## src/rtl/mul_pkg.sv

```systemverilog
// rtl/mul_pkg.sv - shared state encoding and default operand width for the multiplier sequencer
package mul_pkg;
  localparam int NB = 8;

  localparam logic [1:0] ST_IDLE   = 2'd0;
  localparam logic [1:0] ST_LAUNCH = 2'd1;
  localparam logic [1:0] ST_WAIT   = 2'd2;

  typedef enum logic [1:0] {
    S_IDLE   = ST_IDLE,
    S_LAUNCH = ST_LAUNCH,
    S_WAIT   = ST_WAIT
  } state_t;
endpackage

```

## src/rtl/sync_fifo.sv

```systemverilog
// rtl/sync_fifo.sv - single-clock FIFO with registered count and wrapping head/tail pointers
module sync_fifo #(
  parameter int WIDTH = 16,
  parameter int DEPTH = 4
) (
  input  logic             clk,
  input  logic             rst,
  input  logic             push,
  input  logic [WIDTH-1:0] push_data,
  input  logic             pop,
  output logic [WIDTH-1:0] pop_data,
  output logic             full,
  output logic             empty
);
  localparam int AW = $clog2(DEPTH);

  logic [WIDTH-1:0] mem [DEPTH];
  logic [AW-1:0]    head;
  logic [AW-1:0]    tail;
  logic [AW:0]      count;
  logic             do_push;
  logic             do_pop;

  // full depends only on the registered count, so a same-cycle pop never frees a slot
  assign full     = (count == (AW+1)'(DEPTH));
  assign empty    = (count == '0);
  assign do_push  = push && !full;
  assign do_pop   = pop && !empty;
  assign pop_data = mem[head];

  always_ff @(posedge clk) begin
    if (do_push) mem[tail] <= push_data;
  end

  always_ff @(posedge clk) begin
    if (rst) begin
      head  <= '0;
      tail  <= '0;
      count <= '0;
    end else begin
      if (do_push) tail <= tail + 1'b1;
      if (do_pop)  head <= head + 1'b1;
      case ({do_push, do_pop})
        2'b10:   count <= count + 1'b1;
        2'b01:   count <= count - 1'b1;
        default: count <= count;
      endcase
    end
  end
endmodule

```

## src/rtl/mul_seq_ctrl.sv

```systemverilog
// rtl/mul_seq_ctrl.sv - queues operand pairs, launches the sequential multiplier and returns products
import mul_pkg::*;

module mul_seq_ctrl #(
  parameter int nb    = NB,
  parameter int DEPTH = 4
) (
  input  logic            clk,
  input  logic            rst,
  input  logic            in_valid,
  output logic            in_ready,
  input  logic [nb-1:0]   in_a,
  input  logic [nb-1:0]   in_b,
  output logic            out_valid,
  input  logic            out_ready,
  output logic [2*nb-1:0] out_product,
  output logic            mul_start,
  output logic [nb-1:0]   mul_a,
  output logic [nb-1:0]   mul_b,
  input  logic [2*nb-1:0] mul_product,
  input  logic            mul_ready,
  output logic            busy
);
  state_t          state;
  state_t          state_nxt;
  logic [2*nb-1:0] head_pair;
  logic            fifo_full;
  logic            fifo_empty;
  logic            pop;
  logic            capture;

  sync_fifo #(.WIDTH(2*nb), .DEPTH(DEPTH)) u_fifo (
    .clk       (clk),
    .rst       (rst),
    .push      (in_valid),
    .push_data ({in_a, in_b}),
    .pop       (pop),
    .pop_data  (head_pair),
    .full      (fifo_full),
    .empty     (fifo_empty)
  );

  assign in_ready = !fifo_full;
  assign busy     = (state != S_IDLE) || !fifo_empty;

  always_comb begin
    state_nxt = state;
    pop       = 1'b0;
    capture   = 1'b0;
    case (state)
      S_IDLE: begin
        if (!fifo_empty) begin
          pop       = 1'b1;
          state_nxt = S_LAUNCH;
        end
      end
      S_LAUNCH: state_nxt = S_WAIT;
      S_WAIT: begin
        // mul_ready is meaningless outside WAIT: the multiplier is never reset
        if (mul_ready && (!out_valid || out_ready)) begin
          capture   = 1'b1;
          state_nxt = S_IDLE;
        end
      end
      default: state_nxt = S_IDLE;
    endcase
  end

  always_ff @(posedge clk) begin
    if (rst) begin
      state       <= S_IDLE;
      out_valid   <= 1'b0;
      out_product <= '0;
      mul_start   <= 1'b0;
      mul_a       <= '0;
      mul_b       <= '0;
    end else begin
      state     <= state_nxt;
      mul_start <= pop;
      if (pop) {mul_a, mul_b} <= head_pair;
      if (capture) begin
        out_valid   <= 1'b1;
        out_product <= mul_product;
      end else if (out_ready) begin
        out_valid <= 1'b0;
      end
    end
  end
endmodule

```

## config.mk

```make
export PLATFORM = sky130hd
export DESIGN_NAME = mul_seq_ctrl
export DESIGN_NICKNAME = d
export VERILOG_FILES = /design/src/rtl/mul_pkg.sv /design/src/rtl/sync_fifo.sv /design/src/rtl/mul_seq_ctrl.sv
export SDC_FILE = /design/constraint.sdc
export NUM_CORES = 1
export LEC_CHECK = 0
export BUFFER_PORTS_ARGS = -buffer_cell sky130_fd_sc_hd__buf_2
export CORE_MARGIN = 3
export CORE_UTILIZATION = 35
export CTS_CLUSTER_SIZE = 30
export DETAILED_ROUTE_END_ITERATION = 8
export PLACE_DENSITY = 0.63
export RECOVER_POWER = 25
export SYNTH_ARGS = -nofsm -noshare
export SYNTH_HDL_FRONTEND = slang
export SYNTH_HIERARCHICAL = 1
export SYNTH_SLANG_ARGS = --single-unit
```

## constraint.sdc

```tcl
create_clock -name clk -period 3.15 [get_ports clk]
set_clock_uncertainty 0.1 [all_clocks]
set_input_delay 0.315 -clock clk [delete_from_list [all_inputs] [get_ports clk]]
set_output_delay 0.315 -clock clk [all_outputs]
set_load 0.1 [all_outputs]
```

Word-level counts from Yosys, hierarchy flattened
Memories as Yosys holds them, arrays and structs flattened. A register that Yosys moved wholly into a read port is not among the register bits.
Index checks and enable logic that the tools add are counted.
Widths: inputs -> output; s select.
- bits in writable memories: 64
- bits of input ports: 37
- bits in registers: 27
- memories: 1
- memory list (name ; depth ; bits a word ; rd ports ; clocked after memory_dff ; wr ports ; RTL line ; source):
    u_fifo.mem ; 4 ; 16 ; 1 ; 1 ; 1 ; sync_fifo.sv:17 ; logic [WIDTH-1:0] mem [DEPTH];
- add/subtract/negate cells: 4
- eq/ne operators: 7
- mux-type cells: 12
- reductions and logical operators: 14
- operator list (kind ; number):
    $mux 1 ; 8
    $pmux 2 s3 ; 1
    $pmux 3 s2 ; 1
    $reduce_bool 2->1 ; 3
    $add 2x1->2 const B ; 2
    $eq 2x1->1 const B ; 2
    $eq 2x2->1 const B ; 2
    $mux 2 ; 2
    $ne 2x2->1 const B ; 2
    $add 3x1->3 const B ; 1
    $eq 3x3->1 const B ; 1
    $logic_and 1x1->1 ; 3
    $logic_not 1->1 ; 3
    $logic_not 3->1 ; 1
    $sub 3x1->3 const B ; 1
    $logic_not 2->1 ; 1
    $logic_or 1x1->1 ; 2
    $reduce_and 2->1 ; 1

Depth between registers and ports, before layout
Gate-level depths: netlist of the first run.
- depth in word-level cells: 6
- depth in mapped cells: 13
- mapped depth without buffers: 11

Hierarchy
Netlist of the first run, hierarchy kept.
- modules (own cells, without submodules) (module ; instances ; sequential area each (µm²) ; area each (µm²) ; cells each):
    sync_fifo ; 1 ; 2102.0 ; 2821.5 ; 138
    mul_seq_ctrl ; 1 ; 720.7 ; 1496.4 ; 157

Least setup slack after synthesis of the first run
Ideal clock, no wire load.
- path kind: flip-flop to flip-flop
- start: register u_fifo.count[0]
- end: register u_fifo.count[2]
- data arrival time: 2.420 ns
- setup time: 0.070 ns
- path slack: 0.560 ns
- path buffers: 2
- stages on the path, launching flop included: 14
- cell sequence: dfxtp_1 -> nor3_1 -> or3_1 -> buf_6 -> clkinv_4 -> buf_12 -> o31ai_1 -> inv_1 -> ha_1 -> inv_1 -> fa_1 -> xor2_1 -> or3_1 -> a21oi_1
- word-level cells in the longest chain between the ends: 6
- elaborated cells on any way between the ends: 14
- classes of those cells: add/sub: 2; eq/ne: 3; mux: 3; reduce/logical: 6
- ends and longest elaborated chain (what ; RTL line ; source):
    start, declared ; sync_fifo.sv:20 ; logic [AW:0] count;
    start signal, assigned ; sync_fifo.sv:44 ; 2'b10: count <= count + 1'b1;
    start signal, assigned ; sync_fifo.sv:45 ; 2'b01: count <= count - 1'b1;
    start signal, assigned ; sync_fifo.sv:46 ; default: count <= count;
    $logic_not 3->1 (*) ; sync_fifo.sv:26 ; assign empty = (count == '0);
    net fifo_empty ; mul_seq_ctrl.sv:28 ; logic fifo_empty;
    $mux 1 (*) ; mul_seq_ctrl.sv:52 ; if (!fifo_empty) begin
    $mux 1 (*) ; mul_seq_ctrl.sv:50 ; case (state)
    net pop ; mul_seq_ctrl.sv:29 ; logic pop;
    $logic_and 1x1->1 (*) ; sync_fifo.sv:28 ; assign do_pop = pop && !empty;
    net u_fifo.do_pop ; sync_fifo.sv:22 ; logic do_pop;
    $eq 2x1->1 or $eq 2x2->1 (tied branches) ; sync_fifo.sv:43 ; case ({do_push, do_pop})
    $pmux 3 s2 or $reduce_bool 2->1 (tied branches) ; - ;
Mark *: on every way through the listed nets, which the timed path passes. The rest lies on a longest branch.
A chain may end at the register's enable or synchronous reset.

Worst setup path in the final report of the first run
- start: register u_fifo.count[0]
- end: register u_fifo.count[2]
- word-level cells in the longest chain between the ends: 6
- elaborated cells on any way between the ends: 14
- classes of those cells: add/sub: 2; eq/ne: 3; mux: 3; reduce/logical: 6
- ends and longest elaborated chain (what ; RTL line):
    $logic_not 3->1 (*) ; sync_fifo.sv:26
    net fifo_empty ; mul_seq_ctrl.sv:28
    $mux 1 ; mul_seq_ctrl.sv:52
    $mux 1 ; mul_seq_ctrl.sv:50
    $logic_and 1x1->1 (*) ; sync_fifo.sv:28
    net u_fifo.do_pop ; sync_fifo.sv:22
    $eq 2x1->1 or $eq 2x2->1 (tied branches) ; sync_fifo.sv:43
    $pmux 3 s2 or $reduce_bool 2->1 (tied branches) ; -
Marks and branches as above.

==> summary.md, run 1 <==
| Metric | Value |
|---|---|
| Outcome | finished clean |
| Cell count after synthesis | 295 |
| Core area | 11710 sq um |
| Warnings from Yosys | 6 |
| Max IR drop VDD | 0.7929 mV |
| Commonest non-fill, non-tap cell in the layout | edfxtp_1 |
| Die Wd | 117.1 um |
| First-pass GRT wire length | 12230 um |
| Post-DP HPWL | 5085 um |
| ANT nets after route | 0 |
| DIE AREA | 13710 sq um |
| Register area share after synthesis | 65.37% |
| # nets final | 412 |
| Largest net degree at the start of global routing | 62 |
| Vias per Instance | 4.656 |
| DP Worst Slack | 0.3958 ns |
| Crit path DAT | 2.95 ns |
| Crit. End Element | register |
| # DRC | 0 |
| CTS tree | built |
| Non-filler cells, final | 517 |
| CP Max Fanout | 18 |
| Grt total ovfl | 0 |
| Die H | 117.1 um |
| Initial Utilization | 36.87% |
| Gpl congestion | 0.6964 |
| Worst hold path type | input port to register |
| Post-CTS resize count | 0 |
| Final period utilization | 87.97% |
| Final Util | 43.24% |
| Final setup TNS | 0 ns |
| Final setup margin | 0.3789 ns |
| Clock transition at path regs | 0.08 ns |
| CTS sink count | 109 |
| Initial antenna violation count | 0 |
| CTS Buf Count | 9 |
| Pwr Density | 999.3 nW/um^2 |
| Slew margin rel. | 30.51% |
| Cell Rows | 39 |
| Post-Syn Area | 4318 sq um |
| Commonest cells after routing, fill and taps aside | 64 x edfxtp_1, 57 x buf_2, 45 x dfxtp_1, 36 x nand2b_1, 25 x nand2_1 |
| Syn_nets | 338 |
| Worst-skew pair later-pin latency | 0.35 ns |
| Ant. Diodes | 0 |
| Syn_area_per_cell | 14.64 sq um |
| Final Hold Viols | 0 |
| RSZ-0062 raised after global routing | false |
| Clk buf depth | 2 |
| Setup violators final | 0 |
| Cts hold-fix bufs | 0 |
| Slew Viols, Final | 0 |
| Worst-margin pin slew | 1.042 ns |
| Area of the multi-input gates | 1333 sq um |
| Synth unique cells | 32 |
| Placed cell areas | 4782 sq um |
| First-pass detailed-route iteration total | 4 |
| Routed wire length | 7761 um |
| CP Data Required Time | 3.32 ns |
| Design Area, Final | 5064 sq um |
| Max_cap viols | 0 |
| FF/Latch Area | 2823 sq um |
| Post-CTS setup repair buffer count | 0 |
| Root Buffer | clkbuf_16 |
| Min Clock Period, post-route | 2.771 ns |
| I/O pins | 73 |
| Vias in the first global route | 2427 |
| Fraction of layout cells with a size suffix above 1 | 29.41% |
| Number of port buffers | 72 |
| Area Growth Syn to Fin | 17.27% |
| Synth Register Bits | 109 |
| H-Tree Level Count | 3 |
| Reg2Reg Setup Slack | 0.38 ns |
| Critical path class | register to register |
| DR iter-0 viols | 120 |
| GRT Resource Usage Total | 11.98% |
| Routed len/inst | 15.01 um |
| Placed Cells incl. Taps | 501 |
| Fill cells | 1083 |
| Leakage | 1.853 nW |
| Overall via count from detail_route | 2407 |
| Max Freq | 360.9 MHz |
| Crit start category | register |
[cells in the mapped netlist]
cell type	count	area share [%]
edfxtp_1	64	45
buf_2	4	0.46
o21ai_0	3	0.35
buf_4	1	0.17
dfxtp_1	45	21
nor3_1	1	0.12
nand2b_1	36	5.2
or3_1	4	0.58
mux2i_1	17	3.9
a21oi_2	9	1.8
nor2_1	9	0.78
clkinv_4	1	0.20
xor2_1	3	0.61
a21bo_2	1	0.23
nand2_2	9	1.3
mux4_2	10	5.2
o31ai_1	1	0.17
mux4_1	6	3.7
buf_1	1	0.087
buf_6	3	0.78
nor2b_1	1	0.14
fa_1	1	0.46
clkbuf_1	4	0.35
buf_12	2	0.93
and3_1	1	0.14
nor3b_2	1	0.29
and2_1	4	0.58
ha_1	5	1.4
nand3_1	1	0.12
nand2_1	25	2.2
a21oi_1	13	1.5
inv_1	9	0.78
[final timing paths]
kind                   startpoint                to  depth (start not counted)
setup / recovery  u_fifo/count[0]   u_fifo/count[2]                         11
hold / removal            in_b[5]  u_fifo/mem[3][5]                          1
setup reg to reg  u_fifo/count[0]   u_fifo/count[2]                         11
hold reg to reg          mul_a[5]          mul_a[5]                          2
[metrics by stage]
step                hold slack [ns]  power (mW)
floorplan                    0.3139       3.734
global placement             0.3416       3.991
detailed placement           0.3479       4.028
CTS                         0.05923       5.150
global route                0.08045       5.332
finish                      0.09119       5.060
[worst max-delay path, stage by stage, from the launching register on]
cell	delay [ns]
dfxtp_1	0.44
nor3_1	0.12
or3_1	0.39
clkinv_4	0.19
o31ai_1	0.13
inv_1	0.08
ha_1	0.18
inv_1	0.07
fa_1	0.38
xor2_1	0.16
or3_1	0.31
a21oi_1	0.14
[cell type report]
cell class              count  share of cell area (%)
clock buffers               9                   4.448
clock inverters             7                   1.483
inverters                  10                  0.8401
multi-input cells         161                   26.32
flip-flops and latches    109                   55.75
well taps                 143                   3.533
repair buffers             78                   7.635
[registers in the layout (all words and copies together), names as in the netlist, named ones only]
| name | count |
|---|---|
| u_fifo/mem | 64 |
| u_fifo/head | 2 |
| out_valid | 1 |
| mul_b | 8 |
| mul_start | 1 |
| mul_a | 8 |
| state | 2 |
| u_fifo/count | 3 |
| out_product | 16 |
| u_fifo/tail | 2 |
[where the power goes]
part	switching (mW)	internal (mW)	total [mW]	leakage, nW
combinational	1.61	0.495	2.10	0.751
sequential	0.112	1.74	1.85	0.954
clock	0.540	0.563	1.10	0.148
[layer usage]
metal / vias up / routed length [um] / global-route usage (%)
met4: 0 / 114 / 4.128
met2: 77 / 3569 / 18.81
met3: 8 / 486 / 4.267
met5: - / 0 / 0
met1: 1128 / 3591 / 15.48
li1: 1194 / - / -
[cells by family (layout without fill, tap and decap cells)]
group	after synthesis	after routing	synth area share, %
flip-flops	109	109	65.37
AND/OR/NAND/NOR	92	92	11.45
multiplexers	33	33	12.81
AO/OA/AOI/OAI	27	27	4.086
buffers and inverters	25	104	3.767
adder cells (fa/ha/maj)	6	6	1.913
XOR/XNOR	3	3	0.6086
No activity file was read; power rests on OpenSTA's default activity.
==> run 2, diff against run 1 <==
- CELL_PAD_IN_SITES_DETAIL_PLACEMENT: default -> 0
- CELL_PAD_IN_SITES_GLOBAL_PLACEMENT: default -> 1
- CORE_MARGIN: 3 -> default
- PLACE_DENSITY: 0.63 -> 0.72
==> run 2 against run 1 <==
Net effect:
- hold slack better by 0.012 ns
- non-clock buffer count decreased by 3
- cell area is 0.49% lower
- die area down 6.7%
- sequential share of layout area up 0.28 points
- clock power is essentially flat
- setup slack improved by 0.039 ns
- via count fell by 0.25%
- largest cell class unchanged
==> summary.md, run 2 (synthesis results as in run 1) <==
| Metric | Value |
|---|---|
| Crit path depth | 11 (unchanged) |
| Int Pwr | 2.797 mW (was 2.801 mW) |
| Final total power | 5.037 mW (was 5.060 mW) |
| Clock transition at path regs | 0.08 ns (about the same) |
| Top reg by flops | u_fifo/mem (unchanged) |
| I/O pins | 73 (unchanged) |
| Max IR drop VDD | 0.5342 mV (was 0.7929 mV) |
| Reg power frac | 37.3% (was 36.7%) |
| Die Wd | 113.1 um (was 117.1 um) |
| Clk pwr share | 21.3% (was 21.8%) |
| Initial antenna violation count | 0 (unchanged) |
| Switching share of power | 44.46% (was 44.65%) |
| Power share of the combinational group | 41.4% (was 41.6%) |
| Gpl congestion | 0.6617 (was 0.6964) |
| WHS Path Cells | 1 (unchanged) |
| Outcome | finished clean (unchanged) |
| GRT Resource Usage Total | 12.61% (was 11.98%) |
| Grt total ovfl | 0 (unchanged) |
| Vias per Instance | 4.635 (was 4.656) |
| Initial Utilization | 35.95% (was 36.87%) |
| Final Util | 41.95% (was 43.24%) |
| Vias in the first global route | 2454 (was 2427) |
| Placed cell areas | 4765 sq um (was 4782 sq um) |
| Critical path class | register to register (unchanged) |
| Fill cells | 1120 (was 1083) |
| Ant. Diodes | 0 (unchanged) |
| Hold EP | u_fifo/mem[2][10] (was u_fifo/mem[3][5]) |
| CTS tree | built (unchanged) |
| First-pass detailed-route iteration total | 4 (unchanged) |
| ANT nets after route | 0 (unchanged) |
| Final period utilization | 86.75% (was 87.97%) |
| HP Start | in_a[2] (was in_b[5]) |
| Post-DP HPWL | 4944 um (was 5085 um) |
| Pwr Density | 999.6 nW/um^2 (was 999.3 nW/um^2) |
| Max Freq | 366.0 MHz (was 360.9 MHz) |
| Max FFs per register | 64 (unchanged) |
| Routed wire length | 7497 um (was 7761 um) |
| Root Buffer | clkbuf_16 (unchanged) |
| Cts hold-fix bufs | 0 (unchanged) |
| Crit. End Element | register (unchanged) |
| CP Max Fanout | 18 (unchanged) |
| Switching power | 2.240 mW (was 2.259 mW) |
| Slew Viols, Final | 0 (unchanged) |
| Design Area, Final | 5039 sq um (was 5064 sq um) |
| Area Growth Syn to Fin | 16.69% (was 17.27%) |
| Post-CTS resize count | 0 (unchanged) |
| Post-CTS setup repair buffer count | 0 (unchanged) |
| Routed len/inst | 14.47 um (was 15.01 um) |
| # nets final | 409 (was 412) |
| Crit start category | register (unchanged) |
| Worst R2R Path Depth | 11 (unchanged) |
| H-Tree Level Count | 3 (unchanged) |
| Top flop regs | u_fifo/mem x64, out_product x16 (unchanged) |
| First-pass GRT wire length | 12080 um (was 12230 um) |
| DP Worst Slack | 0.4491 ns (was 0.3958 ns) |
| CP bufs+invs | 3 (unchanged) |
| Worst-margin pin slew | 1.007 ns (was 1.042 ns) |
| Cell Rows | 40 (was 39) |
| Final setup margin | 0.4175 ns (was 0.3789 ns) |
| Worst hold path type | input port to register (unchanged) |
| DIE AREA | 12780 sq um (was 13710 sq um) |
| Worst R2R Start | u_fifo/count[0] (unchanged) |
| CTS sink count | 109 (unchanged) |
| Worst-skew pair later-pin latency | 0.35 ns (about the same) |
| Final setup TNS | 0 ns (unchanged) |
| Number of port buffers | 72 (unchanged) |
| Slowest cell delay on critical path | 0.44 ns (about the same) |
| Crit path DAT | 2.90 ns (was 2.95 ns) |
| CP Data Required Time | 3.32 ns (about the same) |
| Die H | 113.1 um (was 117.1 um) |
| Cell Chain, Critical Path | nor3_1, or3_1, clkinv_4, o31ai_1, inv_1, ha_1, inv_1, fa_1, xor2_1, or3_1, a21oi_1 (unchanged) |
| Slew margin rel. | 32.86% (was 30.51%) |
| Min Clock Period, post-route | 2.733 ns (was 2.771 ns) |
| CP max stage cell | dfxtp_1 (unchanged) |
| Max_cap viols | 0 (unchanged) |
| Final Hold Viols | 0 (unchanged) |
| Clk buf depth | 2 (unchanged) |
| Core area | 12010 sq um (was 11710 sq um) |
| Overall via count from detail_route | 2401 (was 2407) |
| RSZ-0062 raised after global routing | false (unchanged) |
| Commonest non-fill, non-tap cell in the layout | edfxtp_1 (unchanged) |
| Reg2Reg Setup Slack | 0.42 ns (was 0.38 ns) |
| CTS Buf Count | 9 (unchanged) |
| DR iter-0 viols | 92 (was 120) |
| Fraction of layout cells with a size suffix above 1 | 29.11% (was 29.41%) |
| Commonest cells after routing, fill and taps aside | 64 x edfxtp_1, 58 x buf_2, 45 x dfxtp_1, 36 x nand2b_1, 25 x nand2_1 (was 64 x edfxtp_1, 57 x buf_2, 45 x dfxtp_1, 36 x nand2b_1, 25 x nand2_1) |
| Leakage | 1.832 nW (was 1.853 nW) |
| Reg-to-Reg End | u_fifo/count[2] (unchanged) |
| # DRC | 0 (unchanged) |
| Delay-heaviest family, CP | simple AND/OR/NAND/NOR gates (unchanged) |
| Largest net degree at the start of global routing | 62 (unchanged) |
| Setup violators final | 0 (unchanged) |
[run 2: area by class of cell]
cell class / instances / area, sq um / share of cell area [%]
well taps: 147 / 183.9 / 3.650
multi-input cells: 161 / 1333 / 26.45
clock buffers: 9 / 225.2 / 4.470
repair buffers: 75 / 365.4 / 7.251
clock inverters: 7 / 66.31 / 1.316
flip-flops and latches: 109 / 2823 / 56.02
inverters: 10 / 42.54 / 0.8443
[run 2: per-layer routing]
metal  GRT usage, %  up-vias  part of all wire, %  wire (um)
li1               -     1192                    -          -
met2          20.78       73                   47       3487
met5              0        -                    0          0
met1          15.37     1127                   46       3446
met4          5.263        0                  1.7        124
met3          3.910        9                  5.8        438
[run 2: power groups by stage]
| stage | clock network, mW | registers, mW | logic (mW) |
|---|---|---|---|
| floorplan | 0 | 2.71 | 1.02 |
| global placement | 0 | 1.90 | 2.10 |
| detailed placement | 0 | 1.92 | 2.11 |
| CTS | 1.12 | 1.88 | 2.12 |
| global route | 1.16 | 1.92 | 2.23 |
| finish | 1.07 | 1.88 | 2.08 |
[run 2: worst max-delay path by stage]
stage	startpoint	endpoint	slack, ns
floorplan	u_fifo/count[0]	u_fifo/count[2]	0.56
global placement	u_fifo/count[0]	u_fifo/count[2]	0.56
detailed placement	u_fifo/count[0]	u_fifo/count[2]	0.45
CTS	u_fifo/count[0]	u_fifo/count[2]	0.43
global route	u_fifo/count[0]	u_fifo/count[2]	0.25
finish	u_fifo/count[0]	u_fifo/count[2]	0.42
[run 2: through the flow]
stage          std cells  hold slack [ns]
2_1_floorplan        295           0.3139
3_3_place_gp         502           0.3424
3_5_place_dp         502           0.3479
4_1_cts              518          0.06808
5_1_grt              518           0.1038
6_report             518           0.1037
==> run 3, diff against run 2 <==
- ABC_AREA: default -> 1
- PLACE_DENSITY: 0.72 -> 0.75
==> run 3 against run 2 <==
Net effect:
- wire length grew 19%
- hold slack gained 0.0018 ns
- sequential power about the same
- largest cell class unchanged
- largest power group unchanged
- highest routed layer unchanged
==> summary.md, run 3 <==
| Metric | Value |
|---|---|
| Pwr Density | 987.1 nW/um^2 (was 999.6 nW/um^2) |
| CTS tree | built (unchanged) |
| Synth Register Bits | 109 (unchanged) |
| Max Freq | 417.4 MHz (was 366.0 MHz) |
| Critical path class | register to register (unchanged) |
| DR iter-0 viols | 228 (was 92) |
| Register area share after synthesis | 64.79% (was 65.37%) |
| Slowest cell delay on critical path | 0.38 ns (was 0.44 ns) |
| ANT nets after route | 0 (unchanged) |
| Synth top area cells | edfxtp_1 44%, dfxtp_1 21%, nor2_1 7.4% (was edfxtp_1 45%, dfxtp_1 21%, mux4_2 5.2%) |
| CP Max Fanout | 19 (was 18) |
| Top cell type's share of synthesized area | 44.11% (was 44.51%) |
| Top FF cell, synth | edfxtp_1 (unchanged) |
| Commonest cells after routing, fill and taps aside | 86 x nor2_1, 64 x edfxtp_1, 57 x buf_2, 45 x dfxtp_1, 38 x inv_1 (was 64 x edfxtp_1, 58 x buf_2, 45 x dfxtp_1, 36 x nand2b_1, 25 x nand2_1) |
| Fraction of layout cells with a size suffix above 1 | 22.47% (was 29.11%) |
| Initial antenna violation count | 0 (unchanged) |
| Area leader, netlist | edfxtp_1 (unchanged) |
| Area of the multi-input gates | 1259 sq um (was 1333 sq um) |
| Slew Viols, Final | 0 (unchanged) |
| Switching share of power | 46.20% (was 44.46%) |
| Vias per Instance | 4.569 (was 4.635) |
| Synth top cells by count | 86 x nor2_1, 64 x edfxtp_1, 45 x dfxtp_1, 38 x inv_1, 34 x o21ai_1 (was 64 x edfxtp_1, 45 x dfxtp_1, 36 x nand2b_1, 25 x nand2_1, 17 x mux2i_1) |
| Final period utilization | 76.06% (was 86.75%) |
| H-Tree Level Count | 3 (unchanged) |
| DIE AREA | 12900 sq um (was 12780 sq um) |
| Largest net degree at the start of global routing | 34 (was 62) |
| Routed len/inst | 13.44 um (was 14.47 um) |
| Gpl congestion | 0.7239 (was 0.6617) |
| Max FFs per register | 64 (unchanged) |
| Core area | 12060 sq um (was 12010 sq um) |
| Worst-margin pin slew | 0.8895 ns (was 1.007 ns) |
| Outcome | finished clean (unchanged) |
| Crit path DAT | 2.54 ns (was 2.90 ns) |
| Final Hold Viols | 0 (unchanged) |
| Die Wd | 113.6 um (was 113.1 um) |
| Overall via count from detail_route | 3025 (was 2401) |
| FF/Latch Area | 2823 sq um (unchanged) |
| Number of port buffers | 72 (unchanged) |
| Grt total ovfl | 0 (unchanged) |
| Worst hold path type | input port to register (unchanged) |
| Worst-skew pair later-pin latency | 0.34 ns (was 0.35 ns) |
| Switching power | 2.339 mW (was 2.240 mW) |
| Clk pwr share | 21.5% (was 21.3%) |
| Crit path from | u_fifo/count[1] (was u_fifo/count[0]) |
| Post-synth ARST share | 0% (unchanged) |
| Slew margin rel. | 40.63% (was 32.86%) |
| CP max stage cell | fa_1 (was dfxtp_1) |
| Final Util | 42.52% (was 41.95%) |
| Syn_area_per_cell | 10.40 sq um (was 14.64 sq um) |
| Int Pwr | 2.723 mW (was 2.797 mW) |
| Warnings from Yosys | 6 (unchanged) |
| Area Growth Syn to Fin | 17.72% (was 16.69%) |
| Fill cells | 1171 (was 1120) |
| Crit. End Element | register (unchanged) |
| Max IR drop VDD | 0.3619 mV (was 0.5342 mV) |
| Min Clock Period, post-route | 2.396 ns (was 2.733 ns) |
| Final setup TNS | 0 ns (unchanged) |
| CTS Buf Count | 9 (unchanged) |
| Cell Rows | 40 (unchanged) |
| GRT Resource Usage Total | 14.51% (was 12.61%) |
| # DRC | 0 (unchanged) |
| Syn_nets | 462 (was 338) |
| Initial Utilization | 36.12% (was 35.95%) |
| Commonest non-fill, non-tap cell in the layout | nor2_1 (was edfxtp_1) |
| Post-CTS resize count | 0 (unchanged) |
| Root Buffer | clkbuf_16 (unchanged) |
| Post-synth EDFFs | 64 (unchanged) |
| Ant. Diodes | 0 (unchanged) |
| # nets final | 532 (was 409) |
| Most common cell in the synthesized netlist | nor2_1 (was edfxtp_1) |
| Reg power frac | 37.0% (was 37.3%) |
| Power share of the combinational group | 41.5% (was 41.4%) |
| CTS sink count | 109 (unchanged) |
| Die H | 113.6 um (was 113.1 um) |
| Cts hold-fix bufs | 0 (unchanged) |
| Setup violators final | 0 (unchanged) |
| HP Start | in_a[0] (was in_a[2]) |
| First-pass detailed-route iteration total | 4 (unchanged) |
| Post-Syn Area | 4357 sq um (was 4318 sq um) |
| RSZ-0062 raised after global routing | false (unchanged) |
| Cell count after synthesis | 419 (was 295) |
| First-pass GRT wire length | 14450 um (was 12080 um) |
| Top flop regs | u_fifo/mem x64, out_product x16 (unchanged) |
| I/O pins | 73 (unchanged) |
| Clock transition at path regs | 0.07 ns (was 0.08 ns) |
| CP Data Required Time | 3.29 ns (was 3.32 ns) |
| Crit start category | register (unchanged) |
| Post-CTS setup repair buffer count | 0 (unchanged) |
| Leakage | 2.081 nW (was 1.832 nW) |
| Post-DP HPWL | 5823 um (was 4944 um) |
| Clk buf depth | 2 (unchanged) |
| Synth unique cells | 25 (was 32) |
| Routed wire length | 8895 um (was 7497 um) |
| Worst R2R Start | u_fifo/count[1] (was u_fifo/count[0]) |
| Cell Chain, Critical Path | nor2_2, nand2_1, inv_1, inv_1, nand2_4, inv_4, nand2_1, inv_1, ha_1, inv_1, fa_1, inv_1, nand2_1, nand3_1, nand2_1, nand2_1, nor2_1 (was nor3_1, or3_1, clkinv_4, o31ai_1, inv_1, ha_1, inv_1, fa_1, xor2_1, or3_1, a21oi_1) |
| Max_cap viols | 0 (unchanged) |
| Vias in the first global route | 2916 (was 2454) |
| Top reg by flops | u_fifo/mem (unchanged) |
## run 3: metrics by stage
stage	instances	worst slack [ns]	hold slack [ns]	total power [mW]	area, sq um
after global routing	662	0.4382	0.1062	5.352	5129
final	662	0.7542	0.1054	5.062	5129
after CTS	662	0.7322	0.06732	5.119	5147
after global placement	646	0.8386	0.3620	3.988	4856
after floorplan	419	1.009	0.2841	3.665	4357
after detailed placement	646	0.7530	0.3723	4.026	4856
## run 3: cell families after synthesis
| logic type | share of synthesized area, % |
|---|---|
| AO/OA/AOI/OAI | 8.846 |
| adder cells (fa/ha/maj) | 1.895 |
| buffers and inverters | 6.318 |
| flip-flops | 64.79 |
| AND/OR/NAND/NOR | 18.15 |
## run 3: layout make-up
| type | count | area share, % |
|---|---|---|
| flip-flops and latches | 109 | 55.04 |
| multi-input cells | 249 | 24.54 |
| repair buffers | 77 | 7.392 |
| clock buffers | 10 | 4.465 |
| well taps | 168 | 4.099 |
| inverters | 43 | 3.245 |
| clock inverters | 6 | 1.220 |
## run 3: layer usage
metal  up-vias  GRT usage, %  part of all wire [%]
met5         -             0                     0
met4         0         5.263                   1.5
met3        12         3.082                   4.5
met2        72         24.07                    48
met1      1390         18.73                    46
li1       1551             -                     -
## run 3: power groups by stage
stage | combinational (mW) | sequential, mW | clock (mW)
floorplan | 1.01 | 2.66 | 0
global placement | 2.09 | 1.90 | 0
detailed placement | 2.12 | 1.90 | 0
CTS | 2.13 | 1.87 | 1.12
global route | 2.28 | 1.89 | 1.18
finish | 2.10 | 1.87 | 1.09
## run 3: path summary, 6_finish.rpt
kind | endpoint | slack (ns) | cells past startpoint
worst max-delay path | u_fifo/count[2] | 0.75 | 17
worst min-delay path | u_fifo/mem[0][8] | 0.11 | 1
worst max register to register | u_fifo/count[2] | 0.75 | 17
worst min register to register | mul_b[5] | 0.38 | 2
## run 3: worst max-delay path: cells and delay by family (launching register included)
family	cells	cell delay [ns]
adders and majority gates	2	0.54
DFF	1	0.37
and+or+nand+nor	9	0.68
buffers and inverters	6	0.60
